--- src/rtl/nano_dsi_data_rx.sv ---
// nano_dsi_data_rx: LP start-of-transmission detection, HS sync search and byte deserializer for one data lane.
// Build option: define NANO_DSI_RX_SYNC_TOL_EN to accept a sync byte with at most one bit in error.
module nano_dsi_data_rx (
  input  logic       clk,
  input  logic       rst_n,
  input  logic       lp_p,
  input  logic       lp_n,
  input  logic       hs_bit,
  input  logic [7:0] cfg_sync_to,
  output logic [7:0] rx_data,
  output logic       rx_valid,
  output logic       rx_last,
  output logic       rx_sot,
  output logic       rx_err,
  output logic       rx_busy
);

  typedef enum logic [2:0] {
    ST_STOP    = 3'd0,
    ST_LP01    = 3'd1,
    ST_LP00    = 3'd2,
    ST_HS_SYNC = 3'd3,
    ST_HS_DATA = 3'd4
  } state_t;

  localparam logic [7:0] SYNC_BYTE = 8'hB8;

`ifdef NANO_DSI_RX_SYNC_TOL_EN
  function automatic logic [3:0] popcount8(input logic [7:0] v);
    logic [3:0] n;
    n = 4'd0;
    for (int i = 0; i < 8; i++) begin
      n = n + {3'b000, v[i]};
    end
    return n;
  endfunction
`endif

  function automatic logic sync_match(input logic [7:0] w);
`ifdef NANO_DSI_RX_SYNC_TOL_EN
    return (popcount8(w ^ SYNC_BYTE) <= 4'd1);
`else
    return (w == SYNC_BYTE);
`endif
  endfunction

  logic       lp_p_meta_r, lp_n_meta_r;
  logic       lp_p_s, lp_n_s;
  logic [1:0] lp_s;

  state_t     state_r, next_state_s;
  logic [7:0] window_r, window_nx_s, shifted_s;
  logic [7:0] timer_r, timer_nx_s;
  logic [2:0] bit_cnt_r, bit_cnt_nx_s;
  logic [7:0] hold_data_r, hold_data_nx_s;
  logic       hold_full_r, hold_full_nx_s;
  logic       armed_r, armed_nx_s;
  logic       lp11_seen_r, lp11_seen_nx_s;
  logic       byte_done_s, eot_s;
  logic [7:0] data_nx_s;
  logic       valid_nx_s, last_nx_s, sot_nx_s, err_nx_s;

  // Two-flop synchronizers for the asynchronous LP receiver outputs
  always_ff @(posedge clk or negedge rst_n) begin
    if (!rst_n) begin
      lp_p_meta_r <= 1'b1;
      lp_n_meta_r <= 1'b1;
      lp_p_s      <= 1'b1;
      lp_n_s      <= 1'b1;
    end else begin
      lp_p_meta_r <= lp_p;
      lp_n_meta_r <= lp_n;
      lp_p_s      <= lp_p_meta_r;
      lp_n_s      <= lp_n_meta_r;
    end
  end

  assign lp_s        = {lp_p_s, lp_n_s};
  assign shifted_s   = {hs_bit, window_r[7:1]};
  assign byte_done_s = (bit_cnt_r == 3'd7);
  assign eot_s       = (lp_s == 2'b11) && lp11_seen_r;

  // Next-state, datapath and output decode
  always_comb begin
    next_state_s   = state_r;
    window_nx_s    = window_r;
    timer_nx_s     = timer_r;
    bit_cnt_nx_s   = bit_cnt_r;
    hold_data_nx_s = hold_data_r;
    hold_full_nx_s = hold_full_r;
    armed_nx_s     = armed_r;
    lp11_seen_nx_s = 1'b0;
    data_nx_s      = 8'h00;
    valid_nx_s     = 1'b0;
    last_nx_s      = 1'b0;
    sot_nx_s       = 1'b0;
    err_nx_s       = 1'b0;
    case (state_r)
      ST_STOP: begin
        // A new request is accepted only after LP11 has been seen in stop
        if (lp_s == 2'b11) begin
          armed_nx_s = 1'b1;
        end else if (armed_r && (lp_s == 2'b01)) begin
          armed_nx_s   = 1'b0;
          next_state_s = ST_LP01;
        end else begin
          armed_nx_s = armed_r;
        end
      end
      ST_LP01: begin
        case (lp_s)
          2'b00:   next_state_s = ST_LP00;
          2'b11:   next_state_s = ST_STOP;
          2'b10: begin
            next_state_s = ST_STOP;
            err_nx_s     = 1'b1;
          end
          default: next_state_s = ST_LP01;
        endcase
      end
      ST_LP00: begin
        next_state_s   = ST_HS_SYNC;
        window_nx_s    = 8'h00;
        timer_nx_s     = cfg_sync_to;
        hold_full_nx_s = 1'b0;
      end
      ST_HS_SYNC: begin
        window_nx_s = shifted_s;
        if (lp_s == 2'b11) begin
          next_state_s = ST_STOP;
        end else if (sync_match(shifted_s)) begin
          next_state_s = ST_HS_DATA;
          bit_cnt_nx_s = 3'd0;
          sot_nx_s     = 1'b1;
        end else if (timer_r <= 8'd1) begin
          next_state_s = ST_STOP;
          err_nx_s     = 1'b1;
        end else begin
          timer_nx_s = timer_r - 8'd1;
        end
      end
      ST_HS_DATA: begin
        window_nx_s    = shifted_s;
        bit_cnt_nx_s   = bit_cnt_r + 3'd1;
        lp11_seen_nx_s = (lp_s == 2'b11);
        if (eot_s) begin
          next_state_s   = ST_STOP;
          hold_full_nx_s = 1'b0;
          // On a coincident completion the held byte was flushed one cycle earlier
          if (byte_done_s) begin
            data_nx_s  = shifted_s;
            valid_nx_s = 1'b1;
            last_nx_s  = 1'b1;
          end else if (hold_full_r) begin
            data_nx_s  = hold_data_r;
            valid_nx_s = 1'b1;
            last_nx_s  = 1'b1;
          end else begin
            valid_nx_s = 1'b0;
          end
        end else if (byte_done_s) begin
          hold_data_nx_s = shifted_s;
          hold_full_nx_s = 1'b1;
          if (hold_full_r) begin
            data_nx_s  = hold_data_r;
            valid_nx_s = 1'b1;
          end else begin
            valid_nx_s = 1'b0;
          end
        end else if ((lp_s == 2'b11) && (bit_cnt_r == 3'd6) && hold_full_r) begin
          // EoT may land on the next completion: release the held byte now
          data_nx_s      = hold_data_r;
          valid_nx_s     = 1'b1;
          hold_full_nx_s = 1'b0;
        end else begin
          valid_nx_s = 1'b0;
        end
      end
      default: begin
        next_state_s   = ST_STOP;
        hold_full_nx_s = 1'b0;
      end
    endcase
  end

  // FSM state and datapath registers
  always_ff @(posedge clk or negedge rst_n) begin
    if (!rst_n) begin
      state_r     <= ST_STOP;
      window_r    <= 8'h00;
      timer_r     <= 8'h00;
      bit_cnt_r   <= 3'd0;
      hold_data_r <= 8'h00;
      hold_full_r <= 1'b0;
      armed_r     <= 1'b0;
      lp11_seen_r <= 1'b0;
    end else begin
      state_r     <= next_state_s;
      window_r    <= window_nx_s;
      timer_r     <= timer_nx_s;
      bit_cnt_r   <= bit_cnt_nx_s;
      hold_data_r <= hold_data_nx_s;
      hold_full_r <= hold_full_nx_s;
      armed_r     <= armed_nx_s;
      lp11_seen_r <= lp11_seen_nx_s;
    end
  end

  // Registered outputs
  always_ff @(posedge clk or negedge rst_n) begin
    if (!rst_n) begin
      rx_data  <= 8'h00;
      rx_valid <= 1'b0;
      rx_last  <= 1'b0;
      rx_sot   <= 1'b0;
      rx_err   <= 1'b0;
      rx_busy  <= 1'b0;
    end else begin
      rx_data  <= data_nx_s;
      rx_valid <= valid_nx_s;
      rx_last  <= last_nx_s;
      rx_sot   <= sot_nx_s;
      rx_err   <= err_nx_s;
      rx_busy  <= (next_state_s != ST_STOP);
    end
  end

endmodule

--- config.mk ---
export PLATFORM = sky130hd
export DESIGN_NAME = nano_dsi_data_rx
export DESIGN_NICKNAME = d
export VERILOG_FILES = /design/src/rtl/nano_dsi_data_rx.sv
export SDC_FILE = /design/constraint.sdc
export NUM_CORES = 1
export LEC_CHECK = 0
export CAP_MARGIN = 0
export CORE_UTILIZATION = 35
export DETAILED_ROUTE_END_ITERATION = 8
export GPL_TIMING_DRIVEN = 0
export PLACE_DENSITY_LB_ADDON = 0.15
export RECOVER_POWER = 25
export SYNTH_ARGS = -nofsm -noshare
export SYNTH_HDL_FRONTEND = slang
export SYNTH_SLANG_ARGS = --single-unit
--- constraint.sdc ---
create_clock -name clk -period 2.3 [get_ports clk]
set_input_delay 0.23 -clock clk [delete_from_list [all_inputs] [get_ports clk]]
set_output_delay 0.23 -clock clk [all_outputs]
set_load 0.03 [all_outputs]
# Word-level counts from Yosys, hierarchy flattened
# Index checks and enable logic that the tools add are counted.
# classes
muxes,45
bitwise_logic,2
eq_ne,15
n_lt_le_gt_ge,1
n_addsub,2
n_reduce_logical,19
# ops
cell,n
two-way mux 8 bit,9
one-hot mux 8 bit (2 select lines),2
two-way mux 3 bit,8
two-way mux 1 bit,21
one-hot mux 3 bit (5 select lines),1
equality test 3 bit (second input constant),3
equality test 8 bit (second input constant),1
less-or-equal comparator 8 x 1 -> 1 bit (second input constant),1
!= test 2 bit (second input constant),4
nonzero test 2 bit,4
subtractor 8 x 1 -> 8 bit (second input constant),1
equality test 3 x 2 -> 1 bit (second input constant),2
one-hot mux 3 bit (2 select lines),1
AND reduction 3 bit,2
equality test 2 bit (second input constant),2
logical AND 1 bit,4
!= test 4 bit (second input constant),1
one-hot mux 1 bit (2 select lines),2
one-hot mux 2 bit (2 select lines),1
AND reduction 2 bit,2
AND reduction 4 bit,1
OR reduction 2 bit,2
adder 3 x 1 -> 3 bit (second input constant),1
equality test 3 x 1 -> 1 bit (second input constant),1
6 further kinds,7
# word_totals
output_inout_bits,13
in_bits,13
register_bits,50

# Longest topological paths before layout
# logic_depth
word_depth,7
depth_mapped,7

# Worst setup path after synthesis
# Ideal clock, no wire load.
# synth_timing
path_kind,register to register
startpoint,register timer_r[0]
endpoint,register timer_r[1]
path_buffers,0
setup_slack_ps,433
stages_incl_launch_ff,7
setup_ps,125
required_ps,2175
arrival_time_ps,1742
path_cell_list,dfrtp_1 inv_1 ha_1 or2_2 a31oi_1 a21o_4 mux2_4
# synth_between
elab_chain_len,5
elab_cells_between_ends,8
cone_classes,1 x add/sub; 1 x order compare; 1 x eq/ne; 4 x mux; 1 x reduce/logical
# synth_rtl
item,line,text
from (decl),53,"logic [7:0] timer_r, timer_nx_s;"
from (signal assigned),200,timer_r <= timer_nx_s;
subtractor 8 x 1 -> 8 bit,139,timer_nx_s = timer_r - 8'd1;
two-way mux 8 bit,135,end else if (timer_r <= 8'd1) begin
two-way mux 8 bit,131,end else if (sync_match(shifted_s)) begin
two-way mux 8 bit,129,if (lp_s == 2'b11) begin
one-hot mux 8 bit (2 select lines),98,case (state_r)
# Parallel ways exist; a longest one is shown, timed or not. The select of a mux whose other input is x is not followed.
# A chain may end at the register's enable or synchronous reset.

# Worst setup path after layout
# layout_timing
startpoint,register state_r[2]
endpoint,register bit_cnt_r[0]
# layout_between
elab_chain_len,3
elab_cells_between_ends,7
cone_classes,4 x eq/ne; 1 x mux; 2 x reduce/logical
# layout_rtl
item,line,text
from (decl),51,"state_t state_r, next_state_s;"
from (signal assigned),198,state_r <= next_state_s;
equality test 3 x 2 -> 1 bit / equality test 3 bit (equally long branches),98,
!= test 2 bit (no source line) / nonzero test 2 bit (equally long branches),n/a,
AND reduction 3 bit (no source line),n/a,
to (signal assigned),201,bit_cnt_r <= bit_cnt_nx_s;
to (decl),54,"logic [2:0] bit_cnt_r, bit_cnt_nx_s;"
# Parallel ways exist; a longest one is shown, timed or not.

==> results.md <==
- Initial core utilization: a little under two fifths
- Remaining Overflow, GRT: 0
- R2R Path End: bit_cnt_r[0]
- Hold Vio Cnt, Final: 0
- Core Footprint: 6460 sq um
- Top layer in use: met4
- Worst Hold Path EP: lp_p_s
- GRT Total Usage: 15.3%
- Fillers: 624
- VDD IR max: 0.000384 V
- Pre-CTS WS: approximately 0.18 ns
- Number of global-route vias before repair: 1739
- Fraction of layout cells with a size suffix above 1: 14.4%
- CP Cell Sequence: nand3b_1, nor4_1, or3_1, o21ai_0
- Post-synth ARST share: 100%
- Period utilisation layout: 90.4%
- Post-DP Area: 2750 sq um
- CTS max path bufs: 2
- Post-Layout Inst Area: 2870 sq um
- Die ar.: 7160 sq um
- Fin. max-slew vios: 0
- Syn. warnings: 0
- Power Dens Cells: 926 nW/um^2
- Vias: 1826
- Status: finished with violations
- Synth Instances: 228
- Post-DP HPWL: 3550 um
- Critical-path maximum fanout: 10
- RSZ-0062 raised after global routing: false
- EDFF count, synth: 0
- Crit Path Category: flip-flop to flip-flop
- Mapped cell area: 2390 sq um
- Worst-path cell with the longest stage delay: nor4_1
- Syn_nets: 246
- Metal-1 WL: 2360 um
- Reg2reg start: state_r[2]
- Post-CTS resize count: 0
- Crit path DAT: between 2 and 2.5 ns
- Cell depth of the worst setup path: 4
- Die X: 84.6 um
- Failing checks: design-rule violations
- Reg2reg path depth: 4
- DRT Wirelength: 4960 um
- Post-CTS Setup Repair Bufs: 0
- CP top delay family: simple AND/OR/NAND/NOR gates
- Most common cell after layout, fill and taps aside: dfrtp_1
- Initial antenna violation count: 0
- DRC: 1
- Detail Route Antenna Nets: 0
- Top_reg_cell synth: dfrtp_1
- Slew @ Worst Pin: 1.33 ns
- Max stage delay on crit path: 0.80 ns
- CTS HTree Levels: 2
- Pleak: approximately 1.2 nW
- Worst endpoint required time: 2.49 ns
- Pin count of the biggest net entering global routing: 26
- Final GP Congestion: about 0.85
- Crit path time final: 2.08 ns
- Die Ht: 84.6 um
- First DRT Iteration DRCs: between 100 and 150
- CP Launch Type: flip-flop
- Final worst slack: 0.221 ns
- Achievable frequency: around 480 MHz
- Via/cell ratio: approximately 5.4
- DR WL/cell: ~15 um
- Synth Register Bits: 49
- Setup violators final: 0
- Fin Hold WS: 0.359 ns
- Layout area overhead: 20.3%
- Number of port buffers: 25
- Max-capacitance violation count: 0
- CTS tree: built
- # rows: 29
- Sequential fraction of the synthesis area: 51.6%
- Root Buffer Master: clkbuf_8
- Reg2Reg Setup Slack: 0.22 ns
- Ant diodes: 0
- Met3 WL: around 160 um
- Clk_lat worst skew: around 0.30 ns
- IO Count: 26
- Final net count: 280
- Metal2 WL: 2400 um
- CP Buf/Inv Count: 0
- Library cells used by synthesis: 55
- Worst Skew: 0.00707 ns
- Drt pass-1 iters: 8
- Crit end category: flip-flop
- Clk pin slew, worst setup/hold paths: 0.09 ns
- First-pass GRT wire length: 8690 um
- Number of cells on the worst hold path: 0
- Clk sinks: 49
- Slew Limit Headroom: 11.3%
- Min-delay src: lp_p_meta_r
- CTS buffer count: 5
- Hold/Removal Path Class: flip-flop to flip-flop
- Commonest non-fill, non-tap cells in the layout: 45 x dfrtp_1, 23 x nand2_1, 22 x clkdlybuf4s50_1
- Post-Syn Area per Cell: 10.5 sq um
## worst max-delay path by stage
stage	from	slack, ns	to
floorplan	timer_r[0]	0.43	timer_r[1]
global placement	rst_n	-0.49	window_r[2]
detailed placement	state_r[2]	0.18	bit_cnt_r[0]
CTS	state_r[1]	0.15	rx_busy
global route	state_r[1]	0.00007	bit_cnt_r[0]
finish	state_r[2]	0.22	bit_cnt_r[0]
## metal layers
| layer | vias up | global-route usage (%) |
|---|---|---|
| met1 | 869 | 20.3 |
| met4 | 0 | 3.70 |
| met2 | 37 | 25.5 |
| met3 | 5 | 3.24 |
| met5 | - | 0 |
| li1 | 915 | - |
## state kept, by name (all words and copies together), names as in the netlist, 3 cells and up
signal       cells
bit_cnt_r        3
hold_data_r      8
rx_data          8
state_r          3
timer_r          8
window_r         7
## cells by family (layout without fill, tap and decap cells)
group | Yosys count | count (layout) | synth area share [%]
AOI/OAI and AO/OA | 70 | 70 | 20.9
adders and majority gates | 5 | 5 | 2.62
buffers and inverters | 19 | 54 | 3.41
DFF | 49 | 49 | 51.6
muxes | 12 | 12 | 5.77
and+or+nand+nor | 73 | 73 | 15.7
## Yosys cell counts, types with 3 or more instances
| master | instances | area share, % |
|---|---|---|
| a211oi_1 | 3 | 0.94 |
| a21oi_1 | 12 | 2.5 |
| a221oi_1 | 8 | 2.9 |
| a22o_1 | 6 | 2.2 |
| a31oi_1 | 9 | 2.4 |
| and2_1 | 3 | 0.79 |
| clkbuf_1 | 7 | 1.1 |
| dfrtp_1 | 45 | 47 |
| dfstp_2 | 4 | 4.4 |
| ha_1 | 5 | 2.6 |
| inv_1 | 8 | 1.3 |
| mux2_2 | 10 | 4.7 |
| nand2_1 | 23 | 3.6 |
| nand3_1 | 6 | 1.3 |
| nor2_1 | 16 | 2.5 |
| nor3_1 | 5 | 1.0 |
| o21ai_0 | 10 | 2.1 |
| o22ai_1 | 3 | 0.79 |
| or2_2 | 3 | 0.79 |
## worst reg2reg max path: stages (launching register included)
cell and delay, ns:
dfrtp_1 0.45, nand3b_1 0.44, nor4_1 0.80, or3_1 0.19
o21ai_0 0.08
## power breakdown
group	internal [mW]	switching, mW
Clock	0.326	0.300
Sequential	1.00	0.158
Combinational	0.369	0.508
Total	1.69	0.967
## timing repair
| action | CTS | global route |
|---|---|---|
| hold buffers | 1 | 0 |
| hold endpoints to repair | 24 | 0 |
| endpoints found under the setup margin | 0 | 0 |
## stage by stage
step           utilization [%]  power, mW  std cells  setup TNS [ns]
2_1_floorplan                -       1.79        228               0
3_3_place_gp              42.3       2.04        330          -21.95
3_5_place_dp              42.6       2.05        331               0
4_1_cts                   44.5       2.69        340               0
5_1_grt                   44.5       2.84        340               0
6_report                  44.5       2.66        340               0
## cell type report
class,instances,area [sq um],share of cell area (%)
sequential,49,1230,42.9
multi-input combinational,160,1070,37.4
timing repair buffer,27,274,9.54
tap,77,96.3,3.35
clock buffer,5,68.8,2.40
buffer,10,47.5,1.66
clock inverter,3,46.3,1.61
inverter,9,33.8,1.18
Note: power is estimated with default switching activity, not from simulation.
